[src/rtl/flag_scan.sv]
// Scans NUM_FLAGS source words for MATCH_VALUE and writes a 1 (or optionally 0)
// flag word to a result block, accumulating a match mask and a match count.
module flag_scan #(
  parameter int                    WORD_WIDTH  = 16,
  parameter int                    ADDR_WIDTH  = 11,
  parameter int                    NUM_FLAGS   = 4,
  parameter int                    SRC_BASE    = 0,
  parameter int                    DST_BASE    = 16,
  parameter logic [WORD_WIDTH-1:0] MATCH_VALUE = WORD_WIDTH'(1),
  parameter int                    WRITE_ZERO  = 0
) (
  input  logic                  clock,
  input  logic                  nrst,
  input  logic                  en,
  input  logic                  start,
  input  logic [WORD_WIDTH-1:0] data_in,
  output logic [ADDR_WIDTH-1:0] address,
  output logic                  wr_en,
  output logic [WORD_WIDTH-1:0] data_out,
  output logic [NUM_FLAGS-1:0]  flag_mask,
  output logic [4:0]            match_count,
  output logic                  done
);

  localparam logic [3:0]            LAST_IDX = 4'(NUM_FLAGS - 1);
  localparam logic [ADDR_WIDTH-1:0] SRC_ADDR = ADDR_WIDTH'(SRC_BASE);
  localparam logic [ADDR_WIDTH-1:0] DST_ADDR = ADDR_WIDTH'(DST_BASE);
  localparam logic [NUM_FLAGS-1:0]  BIT0     = NUM_FLAGS'(1);

  typedef enum logic [2:0] {HOLD, ARMED, EVAL, WRITE, DONE} state_t;

  state_t                 state;
  logic [3:0]             idx;
  logic [3:0]             idx_next;
  logic [NUM_FLAGS-1:0]   idx_bit;
  logic                   match;

  assign idx_next = idx + 4'd1;
  assign idx_bit  = BIT0 << idx;
  // Full-width compare: partial matches on the low byte do not count.
  assign match    = (data_in == MATCH_VALUE);

  always_ff @(posedge clock) begin
    if (!nrst) begin
      state       <= HOLD;
      idx         <= 4'd0;
      address     <= SRC_ADDR;
      wr_en       <= 1'b0;
      data_out    <= '0;
      flag_mask   <= '0;
      match_count <= 5'd0;
      done        <= 1'b0;
    end else begin
      wr_en <= 1'b0;
      case (state)
        HOLD: begin
          if (en) begin
            flag_mask   <= '0;
            match_count <= 5'd0;
            done        <= 1'b0;
            idx         <= 4'd0;
            address     <= SRC_ADDR;
            state       <= ARMED;
          end
        end
        ARMED: begin
          if (start) begin
            address <= SRC_ADDR;
            idx     <= 4'd0;
            state   <= EVAL;
          end
        end
        EVAL: begin
          // data_in reflects the source address set on the previous edge.
          if (match) begin
            flag_mask   <= flag_mask | idx_bit;
            match_count <= match_count + 5'd1;
            address     <= DST_ADDR + ADDR_WIDTH'(idx);
            data_out    <= WORD_WIDTH'(1);
            wr_en       <= 1'b1;
            state       <= WRITE;
          end else if (WRITE_ZERO != 0) begin
            flag_mask <= flag_mask & ~idx_bit;
            address   <= DST_ADDR + ADDR_WIDTH'(idx);
            data_out  <= '0;
            wr_en     <= 1'b1;
            state     <= WRITE;
          end else if (idx != LAST_IDX) begin
            idx     <= idx_next;
            address <= SRC_ADDR + ADDR_WIDTH'(idx_next);
          end else begin
            state <= DONE;
          end
        end
        WRITE: begin
          if (idx != LAST_IDX) begin
            idx     <= idx_next;
            address <= SRC_ADDR + ADDR_WIDTH'(idx_next);
            state   <= EVAL;
          end else begin
            state <= DONE;
          end
        end
        DONE: begin
          done  <= 1'b1;
          state <= HOLD;
        end
        default: state <= HOLD;
      endcase
    end
  end

endmodule

[config.mk]
export PLATFORM = sky130hd
export DESIGN_NAME = flag_scan
export DESIGN_NICKNAME = d
export VERILOG_FILES = /design/src/rtl/flag_scan.sv
export SDC_FILE = /design/constraint.sdc
export NUM_CORES = 1
export LEC_CHECK = 0
export ABC_AREA = 1
export BUFFER_PORTS_ARGS = -buffer_cell sky130_fd_sc_hd__buf_2
export CAP_MARGIN = 20
export CELL_PAD_IN_SITES_DETAIL_PLACEMENT = 1
export CELL_PAD_IN_SITES_GLOBAL_PLACEMENT = 1
export CORE_UTILIZATION = 38
export CTS_BUF_LIST = sky130_fd_sc_hd__clkbuf_4
export CTS_CLUSTER_DIAMETER = 30
export DETAILED_ROUTE_END_ITERATION = 12
export MAX_ROUTING_LAYER = met4
export PLACE_DENSITY_LB_ADDON = 0.25
export SYNTH_ARGS = -nofsm -noshare
export SYNTH_HDL_FRONTEND = slang
export SYNTH_SLANG_ARGS = --single-unit
[constraint.sdc]
create_clock -name clock -period 4.1 [get_ports clock]
set_clock_uncertainty 0.15 [all_clocks]
set_input_delay 0.205 -clock clock [delete_from_list [all_inputs] [get_ports clock]]
set_output_delay 0.205 -clock clock [all_outputs]
set_load 0.05 [all_outputs]
==> results of run 1 <==
==> layer usage <==
layer / GRT usage [%] / vias to the layer above / wire length (um)
met5: - / - / 0
met4: 4.787 / 0 / 36
met3: 4.623 / 5 / 157
met2: 34.34 / 32 / 1915
met1: 23.97 / 715 / 1808
li1: - / 784 / -
==> worst reg2reg max path: cells and delay by family, from the launching register on <==
family	cells	cell delay (ns)
simple gates	7	1.02
flops	1	0.45
fa+ha+maj	1	0.23
buf+inv	1	0.05
==> how the worst max path moves through the flow <==
stage                    from        endpoint  slack [ns]  depth (start not counted)
2_1_floorplan  match_count[0]  match_count[4]        2.45                          6
3_3_place_gp           idx[0]      address[3]        2.23                          9
3_5_place_dp           idx[0]      address[3]        2.10                          9
4_1_cts                idx[0]      address[3]        2.12                          9
5_1_grt                idx[0]      address[3]        1.93                          9
6_report               idx[0]      address[3]        2.12                          9
==> through the flow <==
| stage | util, % | worst slack (ns) | power [uW] | hold WS (ns) | cell area [um^2] |
|---|---|---|---|---|---|
| global route | 46.58 | 1.928 | 704.5 | 0.1478 | 1877 |
| global placement | 44.53 | 2.234 | 427.9 | 0.2682 | 1794 |
| floorplan | - | 2.446 | 413.6 | 0.3187 | 1650 |
| CTS | 46.58 | 2.115 | 680.4 | 0.1040 | 1877 |
| finish | 46.58 | 2.118 | 670.8 | 0.1166 | 1877 |
| detailed placement | 44.53 | 2.103 | 430.3 | 0.2751 | 1794 |
==> cell families after synthesis <==
group                      share of synthesized area, %
buffers and inverters                             13.23
DFF                                               37.59
other                                            0.2347
AOI/OAI and AO/OA                                 7.517
and+or+nand+nor                                   37.67
adders and majority gates                         1.566
xor gates and xnor gates                          2.192
==> cell usage after synthesis (all sizes together) <==
cell	instances	area, um^2
ha	2	25.02
inv	21	78.82
nand4	2	12.51
nand3b	1	7.510
nor2	39	182.7
or2	3	18.77
conb	1	3.750
o21a	2	15.01
o21ai	7	35.03
clkinv	1	3.750
nand2	52	207.7
a21oi	14	70.07
nand3	30	172.7
clkbuf	1	3.750
dfxtp	30	600.6
xor2	4	35.03
buf	17	125.1
==> flip-flops by register name (all words and copies together), names as in the netlist <==
register and count:
wr_en 1, match_count 5, idx 4, address 11, done 1, state 3
flag_mask 4, data_out 1
==> area by class of cell <==
cell class              instances  area, um^2
inverters                      22       82.58
multi-input cells             171       838.3
flip-flops and latches         30       600.6
clock buffers                   7       52.55
well taps                      50       62.56
clock inverters                 1       30.03
repair buffers                 42       210.2
fillers                       559        2152
==> layout by cell type, fill, tap and decap left out <==
cell and count:
nand3_1 27, o21ai_0 5, nand2_2 2, nor2_4 2, conb_1 15, dfxtp_1 30, or2_2 2, ha_1 2
clkinv_1 1, nand2_1 49, or2_1 1, clkbuf_4 7, buf_2 42, o21a_1 2, nor2_8 1, bufinv_16 1
xor2_1 4, nand3_2 2, inv_2 4, nor2_1 34, o21ai_1 2, nand2_4 1, nor2_2 2, nand4_1 2
nand3b_1 1, nand3_4 1, inv_1 17, a21oi_1 14
==> power groups by stage <==
| stage | combinational, uW | clock (uW) | sequential, uW |
|---|---|---|---|
| 2_1_floorplan | 92.0 | 0 | 322 |
| 4_1_cts | 118 | 256 | 306 |
| 3_3_place_gp | 115 | 0 | 313 |
| 6_report | 117 | 248 | 306 |
| 3_5_place_dp | 117 | 0 | 313 |
| 5_1_grt | 129 | 267 | 308 |
==> results.tsv, run 1 <==
stage	metric	value	unit
outcome	status	complete, no violations	
grt	first-pass GRT wire length	6.582	mm
clocking	hold_buf cts	0	
setup_path	CP top delay family	simple AND/OR/NAND/NOR gates	
synth	count of state elements after synthesis	30	
placement	final RePlAce weighted congestion	0.7813	
grt	vias in the first global route	1468	
hold_path	worst hold path depth	6	
timing	Max Fclk	0.5045	GHz
clocking	clock transition at the registers of the reported paths	0.10	ns
timing	TNS Setup	0	ns
routing	Post-DRT Antenna Nets	0	
pwr	Internal Power	467.6	uW
clocking	post-CTS setup buffers	0	
clocking	post-cts resize count	0	
pwr	Clk pwr share	36.9	%
setup_path	R2R Path Start	idx[0]	
pwr	Reg power frac	45.7	%
routing	Via-to-Cell Ratio	4.755	
timing	RSZ-0062 raised after global routing	false	
cells_and_area	area delta synth->final	17.46	%
setup_path	CP Launch Type	flip-flop	
placement	Buffers on Ports	42	
routing	TritonRoute pass-1 iters	4	
pwr	Leak Pwr	0.0009574	uW
clocking	# H-tree levels	2	
die	row cnt	23	
setup_path	slowest cell delay on critical path	0.45	ns
timing	min cycle time layout	1.982	ns
placement	Inst Count DP	315	
die	I/O pin count	58	
setup_path	crit path buf inv count	1	
clocking	CTS Buf Count	5	
clocking	Worst-Skew Late Latency	0.33	ns
flow_run	Max Cap Violations	0	
clocking	TritonCTS clock tree	done	
synth	Post-Syn Instances	227	
grt	largest net degree at the start of global routing	20	
routing	Via Count	1536	
timing	Fin. Hold Viols	0	
timing	Final setup viols	0	
pwr	pwr dens	357.4	nW/um^2
setup_path	Register-to-Register Path Depth	9	
setup_path	R2R setup slack	2.12	ns
setup_path	critical path required time	4.19	ns
pwr	switch share	30.29	%
setup_path	nature of the critical path endpoint	flip-flop	
placement	Post-DP HPWL	2.979	mm
setup_path	kind of critical path	reg2reg	
clocking	clk root buf	clkbuf_4	
setup_path	crit-path cells	ha_1, nand3_1, or2_2, nand2_1, nand2_1, nand3_1, nand3_1, nand2_1, inv_1	
cells_and_area	fin nets	294	
synth	Seq/Total Area, Yosys	37.59	%
cells_and_area	layout cells sized above 1	24.54	%
routing	# DRC	0	
timing	final slew viol count	0	
grt	total track usage	20.19	%
synth	Avg Inst Size Synth	7.039	um^2
synth	Unique masters post-synth	28	
setup_path	Worst Path Max Fanout	11	
cells_and_area	non-filler instance count after layout	323	
die	Die Area	4468	um^2
routing	average routed wire per standard cell	12.13	um
die	core area	4029	um^2
cells_and_area	antenna cells	0	
die	Initial Utilization	39.66	%
routing	iteration-0 DRC count of the detailed router	60	
routing	total wire length	3.918	mm
pwr	maximum vdd drop	0.1362	mV
setup_path	r2r endpoint	address[3]	
grt	total global routing overflow	0	
synth	Ys Warns	0	
hold_path	Tightest Hold Check Type	in2reg	
clocking	clk buf depth	2	
pwr	combinational group share of total power	17.4	%
die	height of the die	66.85	um
die	die width	66.85	um
setup_path	Critical-path top delay cell	dfxtp_1	
timing	Tcrit/Tclk final	48.34	%
synth	post-synth design cell area	1598	um^2
pwr	NetSw	203.2	uW
grt	initial antenna violation count	0	
setup_path	CP Data Arrival Time	2.07	ns
hold_path	beginning of the worst hold path	start	
hold_path	Min-Delay Endpoint	state[0]	
clocking	# clock sinks	30	
No activity file was read; power rests on OpenSTA's default activity.
==> run 2, diff against run 1 <==
--- a/config.mk
+++ b/config.mk
@@ -10,7 +10,7 @@
 export CAP_MARGIN = 20
 export CELL_PAD_IN_SITES_DETAIL_PLACEMENT = 1
 export CELL_PAD_IN_SITES_GLOBAL_PLACEMENT = 1
-export CORE_UTILIZATION = 38
+export CORE_UTILIZATION = 35
 export CTS_BUF_LIST = sky130_fd_sc_hd__clkbuf_4
 export CTS_CLUSTER_DIAMETER = 30
 export DETAILED_ROUTE_END_ITERATION = 12
==> constraint.sdc (replaced) <==
create_clock -name clock -period 1.95 [get_ports clock]
set_clock_uncertainty 0.15 [all_clocks]
set_input_delay 0.0975 -clock clock [delete_from_list [all_inputs] [get_ports clock]]
set_output_delay 0.0975 -clock clock [all_outputs]
set_load 0.05 [all_outputs]
==> results.tsv, run 2 (same netlist as run 1, synthesis figures left out) <==
stage	metric	value	unit	change
clocking	Worst-Skew Late Latency	0.35	ns	+0.02 ns
clocking	TritonCTS clock tree	done		
die	die width	69.57	um	+4.1%
timing	Final setup viols	0		unchanged
timing	RSZ-0062 raised after global routing	false		
clocking	# clock sinks	30		unchanged
die	row cnt	24		+4.3%
outcome	status	complete, no violations		
die	core area	4384	um^2	+8.8%
setup_path	kind of critical path	reg2reg		
setup_path	Critical-path top delay cell	dfxtp_1		
clocking	clk buf depth	2		unchanged
pwr	maximum vdd drop	0.3579	mV	+160%
placement	dpl ws	0.2386	ns	-1.865 ns
setup_path	nature of the critical path endpoint	flip-flop		
cells_and_area	most frequent cells in the layout	nand2_1, buf_2, nor2_1		
clocking	post-CTS setup buffers	0		unchanged
timing	TNS Setup	0	ns	unchanged
setup_path	CP Data Arrival Time	1.87	ns	-0.20 ns
setup_path	CP Launch Type	flip-flop		
setup_path	Worst Path Max Fanout	7		-4
cells_and_area	Reg area	600.6	um^2	unchanged
routing	Via Count	1565		+1.9%
pwr	Leak Pwr	0.0009895	uW	+3.4%
setup_path	critical path required time	2.09	ns	-2.10 ns
cells_and_area	area delta synth->final	21.22	%	
cells_and_area	antenna cells	0		unchanged
setup_path	R2R setup slack	0.22	ns	-1.89 ns
routing	iteration-0 DRC count of the detailed router	72		+20%
hold_path	Tightest Hold Check Type	in2reg		
die	Initial Utilization	36.44	%	-3.2 points
routing	TritonRoute pass-1 iters	4		unchanged
grt	vias in the first global route	1493		+1.7%
die	Die Area	4839	um^2	+8.3%
cells_and_area	most common cell after layout, fill and taps aside	nand2_1		
die	I/O pin count	58		unchanged
routing	Post-DRT Antenna Nets	0		unchanged
clocking	clock transition at the registers of the reported paths	0.10	ns	about the same
cells_and_area	layout cells sized above 1	25.71	%	+1.2 points
timing	final slew viol count	0		unchanged
cells_and_area	Multi-input gate area	838.3	um^2	unchanged
timing	Fin. Hold Viols	0		unchanged
clocking	post-cts resize count	0		unchanged
clocking	CTS Buf Count	5		unchanged
cells_and_area	top flop regs	address (11), match_count (5)		
placement	Buffers on Ports	42		unchanged
setup_path	CP top delay family	simple AND/OR/NAND/NOR gates		
setup_path	slowest cell delay on critical path	0.40	ns	-0.05 ns
grt	initial antenna violation count	0		unchanged
timing	Tcrit/Tclk final	88.55	%	+40 points
placement	final RePlAce weighted congestion	0.8093		+3.6%
flow_run	Max Cap Violations	0		unchanged
cells_and_area	fin nets	301		+2.4%
timing	min cycle time layout	1.727	ns	-0.2553 ns
clocking	# H-tree levels	2		unchanged
timing	final setup margin	0.2232	ns	-1.895 ns
cells_and_area	Largest register FFs	11		unchanged
timing	Max Fclk	0.5791	GHz	+15%
die	height of the die	69.57	um	+4.1%
routing	average routed wire per standard cell	11.77	um	-3.0%
grt	largest net degree at the start of global routing	14		-30%
routing	total wire length	3.907	mm	-0.28%
grt	total track usage	18.36	%	-1.8 points
cells_and_area	Biggest register	address		
pwr	pwr dens	734.8	nW/um^2	+110%
cells_and_area	Fillers	593		+6.1%
setup_path	crit-path cells	ha_1, nand3_1, buf_4, nand2_1, o21ai_0, or2_1, nand3_1, nand2_1, inv_1		
grt	first-pass GRT wire length	6.755	mm	+2.6%
setup_path	crit path buf inv count	2		+1
placement	Post-DP HPWL	3.052	mm	+2.5%
clocking	clk root buf	clkbuf_4		
grt	total global routing overflow	0		unchanged
routing	Via-to-Cell Ratio	4.714		-0.87%
routing	# DRC	0		unchanged
[run 2: changes by cell type in the layout (fill, tap and decap cells not counted), sizes merged]
cell / previous run / this run
buf: 42 / 47
dlygate4sd3: 0 / 2
[run 2: worst register-to-register path: cells and delay by family, from the launching register on]
| kind | cells | cell delay (ns) |
|---|---|---|
| DFF | 1 | 0.40 |
| AOI/OAI and AO/OA | 1 | 0.09 |
| and+or+nand+nor | 5 | 0.59 |
| adders and majority gates | 1 | 0.20 |
| buffers and inverters | 2 | 0.25 |
[run 2: final cells by class]
class,count,share of cell area [%]
well taps,52,3.359
clock inverters,1,1.550
clock buffers,7,2.713
inverters,22,4.264
flip-flops and latches,30,31.01
repair buffers,49,13.82
multi-input cells,171,43.28
[run 2: per-layer routing]
metal	vias up	global-route usage [%]	wire length, um
met3	5	5.959	186
met2	31	27.94	1816
met1	735	22.67	1846
met5	-	-	0
met4	0	6.803	57
li1	794	-	-
[run 2: per-stage QoR]
| step | power (uW) | instances | instance area (um^2) | utilization [%] | hold slack (ns) |
|---|---|---|---|---|---|
| 3_3_place_gp | 908.3 | 322 | 1834 | 41.84 | 0.2564 |
| 6_report | 1423 | 332 | 1937 | 44.18 | 0.06245 |
| 2_1_floorplan | 869.7 | 241 | 1650 | - | 0.2112 |
| 3_5_place_dp | 910.9 | 322 | 1834 | 41.84 | 0.2634 |
| 5_1_grt | 1500 | 332 | 1937 | 44.18 | 0.09812 |
| 4_1_cts | 1443 | 332 | 1937 | 44.18 | 0.06606 |
[run 2: final timing paths]
path / start / to / cells past startpoint
worst min register to register: address[5] / address[5] / 2
worst min-delay path: data_in[4] / wr_en / 6
worst max register to register: idx[1] / address[0] / 9
worst max-delay path: idx[1] / address[0] / 9
[run 2: timing repair]
| item | in CTS | in global routing |
|---|---|---|
| hold buffers | 2 | 0 |
| endpoints found under the setup margin | 0 | 0 |
| hold endpoints to repair | 5 | 0 |
[run 2: power breakdown]
group	internal (uW)	total, uW	switching (uW)
clock network	300	525	226
registers	626	640	14.7
logic	65.7	258	192
==> run 3, diff against run 2 <==
--- a/config.mk
+++ b/config.mk
@@ -5,12 +5,12 @@
 export SDC_FILE = /design/constraint.sdc
 export NUM_CORES = 1
 export LEC_CHECK = 0
-export ABC_AREA = 1
 export BUFFER_PORTS_ARGS = -buffer_cell sky130_fd_sc_hd__buf_2
 export CAP_MARGIN = 20
 export CELL_PAD_IN_SITES_DETAIL_PLACEMENT = 1
 export CELL_PAD_IN_SITES_GLOBAL_PLACEMENT = 1
-export CORE_UTILIZATION = 35
+export CORE_MARGIN = 2
+export CORE_UTILIZATION = 37
 export CTS_BUF_LIST = sky130_fd_sc_hd__clkbuf_4
 export CTS_CLUSTER_DIAMETER = 30
 export DETAILED_ROUTE_END_ITERATION = 12
==> results.tsv, run 3 <==
stage	metric	value	unit	change
outcome	status	complete, no violations		
placement	dpl ws	0.09651	ns	-0.1421 ns
grt	total track usage	21.20	%	+2.8 points
pwr	pwr dens	623.5	nW/um^2	-15%
setup_path	CP Launch Type	flip-flop		
hold_path	Tightest Hold Check Type	in2reg		
synth	Avg Inst Size Synth	8.772	um^2	+25%
routing	TritonRoute pass-1 iters	4		unchanged
synth	Unique masters post-synth	46		+64%
cells_and_area	Biggest register	address		
setup_path	CP Data Arrival Time	1.90	ns	+0.03 ns
timing	RSZ-0062 raised after global routing	true		
synth	post-synth design cell area	1561	um^2	-2.3%
clocking	Worst-Skew Late Latency	0.33	ns	-0.02 ns
clocking	# clock sinks	30		unchanged
clocking	clk root buf	clkbuf_4		
cells_and_area	Largest register FFs	11		unchanged
cells_and_area	fin nets	260		-14%
cells_and_area	area delta synth->final	25.56	%	
setup_path	Critical-path top delay cell	dfxtp_1		
grt	first-pass GRT wire length	7.120	mm	+5.4%
die	Die Area	4756	um^2	-1.7%
cells_and_area	most common cell after layout, fill and taps aside	buf_2		
routing	# DRC	0		unchanged
routing	iteration-0 DRC count of the detailed router	57		-21%
routing	Via Count	1499		-4.2%
cells_and_area	layout cells sized above 1	32.35	%	+6.6 points
pwr	Final Power	1222	uW	-14%
cells_and_area	most frequent cells in the layout	buf_2, dfxtp_1, nand2_1, buf_4, conb_1		
placement	Post-DP HPWL	3.565	mm	+17%
synth	Top FF cell, synth	dfxtp_1		
clocking	clk buf depth	2		unchanged
timing	TNS Setup	0	ns	unchanged
clocking	clock transition at the registers of the reported paths	0.10	ns	about the same
synth	post-synth top area share	38.46	%	+0.87 points
timing	Fin. Hold Viols	0		unchanged
die	Initial Utilization	38.76	%	+2.3 points
synth	Ys Warns	0		unchanged
setup_path	slowest cell delay on critical path	0.48	ns	+0.08 ns
timing	final setup margin	0.1389	ns	-0.08427 ns
routing	total wire length	4.598	mm	+18%
synth	Post-Syn Instances	178		-22%
die	I/O pin count	58		unchanged
synth	most numerous cell in the Yosys netlist	dfxtp_1		
pwr	Leak Pwr	0.0008644	uW	-13%
synth	count of state elements after synthesis	30		unchanged
die	height of the die	68.97	um	-0.86%
timing	min cycle time layout	1.811	ns	+0.08427 ns
synth	Area contributors post-synth	dfxtp_1, buf_4, nand2_1		
cells_and_area	top flop regs	address (11), match_count (5)		
grt	total global routing overflow	0		unchanged
setup_path	critical path required time	2.04	ns	-0.05 ns
synth	Seq/Total Area, Yosys	38.46	%	+0.87 points
die	die width	68.97	um	-0.86%
timing	Final setup viols	0		unchanged
pwr	maximum vdd drop	0.2450	mV	-32%
clocking	# H-tree levels	2		unchanged
grt	vias in the first global route	1465		-1.9%
flow_run	Max Cap Violations	0		unchanged
setup_path	Worst Path Max Fanout	12		+5
cells_and_area	antenna cells	0		unchanged
cells_and_area	Fillers	506		-15%
timing	Hold WS	0.08410	ns	+0.02164 ns
routing	Via-to-Cell Ratio	5.205		+10%
setup_path	kind of critical path	reg2reg		
die	core area	4029	um^2	-8.1%
placement	final RePlAce weighted congestion	0.8626		+6.6%
setup_path	nature of the critical path endpoint	flip-flop		
setup_path	crit-path cells	or2b_1, nor2_1, a21oi_2, and4bb_2, o21a_1		
routing	Post-DRT Antenna Nets	0		unchanged
synth	area leader, netlist	dfxtp_1		
synth	Post-synth top cells	dfxtp_1, nand2_1, buf_4		
timing	Tcrit/Tclk final	92.88	%	+4.3 points
placement	Buffers on Ports	42		unchanged
cells_and_area	fin util	48.66	%	+4.5 points
timing	final slew viol count	0		unchanged
clocking	CTS Buf Count	5		unchanged
grt	initial antenna violation count	0		unchanged
synth	async set-reset flop share out of synthesis	0	%	unchanged
timing	Max Fclk	0.5522	GHz	-4.7%
clocking	TritonCTS clock tree	done		
synth	number of enable flip-flop cells after synthesis	0		unchanged
grt	largest net degree at the start of global routing	17		+3
die	row cnt	23		-4.2%
routing	average routed wire per standard cell	15.97	um	+36%
==> run 3: changes by cell type in the layout (fill, tap and decap cells not counted), sizes merged, moves of 6 or more <==
cell	delta
buf	+11
nand2	-36
nand3	-24
nor2	-25
inv	-17
and3	+6
==> run 3: cells by family after synthesis <==
group | count (synthesis) | synth area share (%)
and+or+nand+nor | 73 | 29.33
AOI/OAI and AO/OA | 40 | 16.27
DFF | 30 | 38.46
buffers and inverters | 28 | 11.54
muxes | 4 | 2.564
adders and majority gates | 2 | 1.602
other | 1 | 0.2402
==> run 3: what timing repair did <==
item                                    in CTS  in global routing
setup buffers                                0                  0
endpoints found under the hold margin        5                  0
hold buffers                                 5                  0
endpoints found under the setup margin       0                 11
resized for setup                            0                  4
==> run 3: worst paths after layout <==
kind                      from  cells after the start  slack [ns]            to
hold reg to reg   flag_mask[0]                      1        0.32  flag_mask[0]
hold / removal     data_in[14]                      5        0.08      state[2]
setup / recovery      state[2]                      5        0.14  flag_mask[2]
setup reg to reg      state[2]                      5        0.14  flag_mask[2]
==> run 3: power breakdown <==
part	switching (uW)	internal, uW	leakage, uW
Clock	219	129	0.0000308
Combinational	168	74.7	0.000591
Sequential	10.7	621	0.000243
==> run 3: per-stage QoR <==
stage	instances	area, um^2
2_1_floorplan	192	1619
3_3_place_gp	276	1847
5_1_grt	288	1961
4_1_cts	288	1944
6_report	288	1961
3_5_place_dp	276	1847
==> run 3: per-layer routing <==
metal / part of all wire [%] / routed length, um / up-vias / track usage [%]
met4: 1.2 / 55 / 0 / 6.618
met2: 51 / 2353 / 48 / 37.02
met3: 4.4 / 202 / 5 / 3.896
li1: - / - / 733 / -
met5: 0 / 0 / - / -
met1: 43 / 1986 / 713 / 24.60
==> run 3: worst max-delay path, delay by kind of cell, from the launching register on <==
family	cells	cell delay, ns
flip-flops	1	0.48
AO/OA/AOI/OAI	2	0.54
AND/OR/NAND/NOR	3	0.55
==> run 3: layout make-up <==
type | count | area [um^2] | area share (%)
clock buffer | 5 | 37.54 | 1.914
multi-input combinational | 134 | 853.3 | 43.52
sequential | 30 | 601.8 | 30.70
inverter | 4 | 15.01 | 0.7658
tap | 50 | 62.56 | 3.191
clock inverter | 2 | 10.01 | 0.5105
timing repair buffer | 63 | 380.4 | 19.40
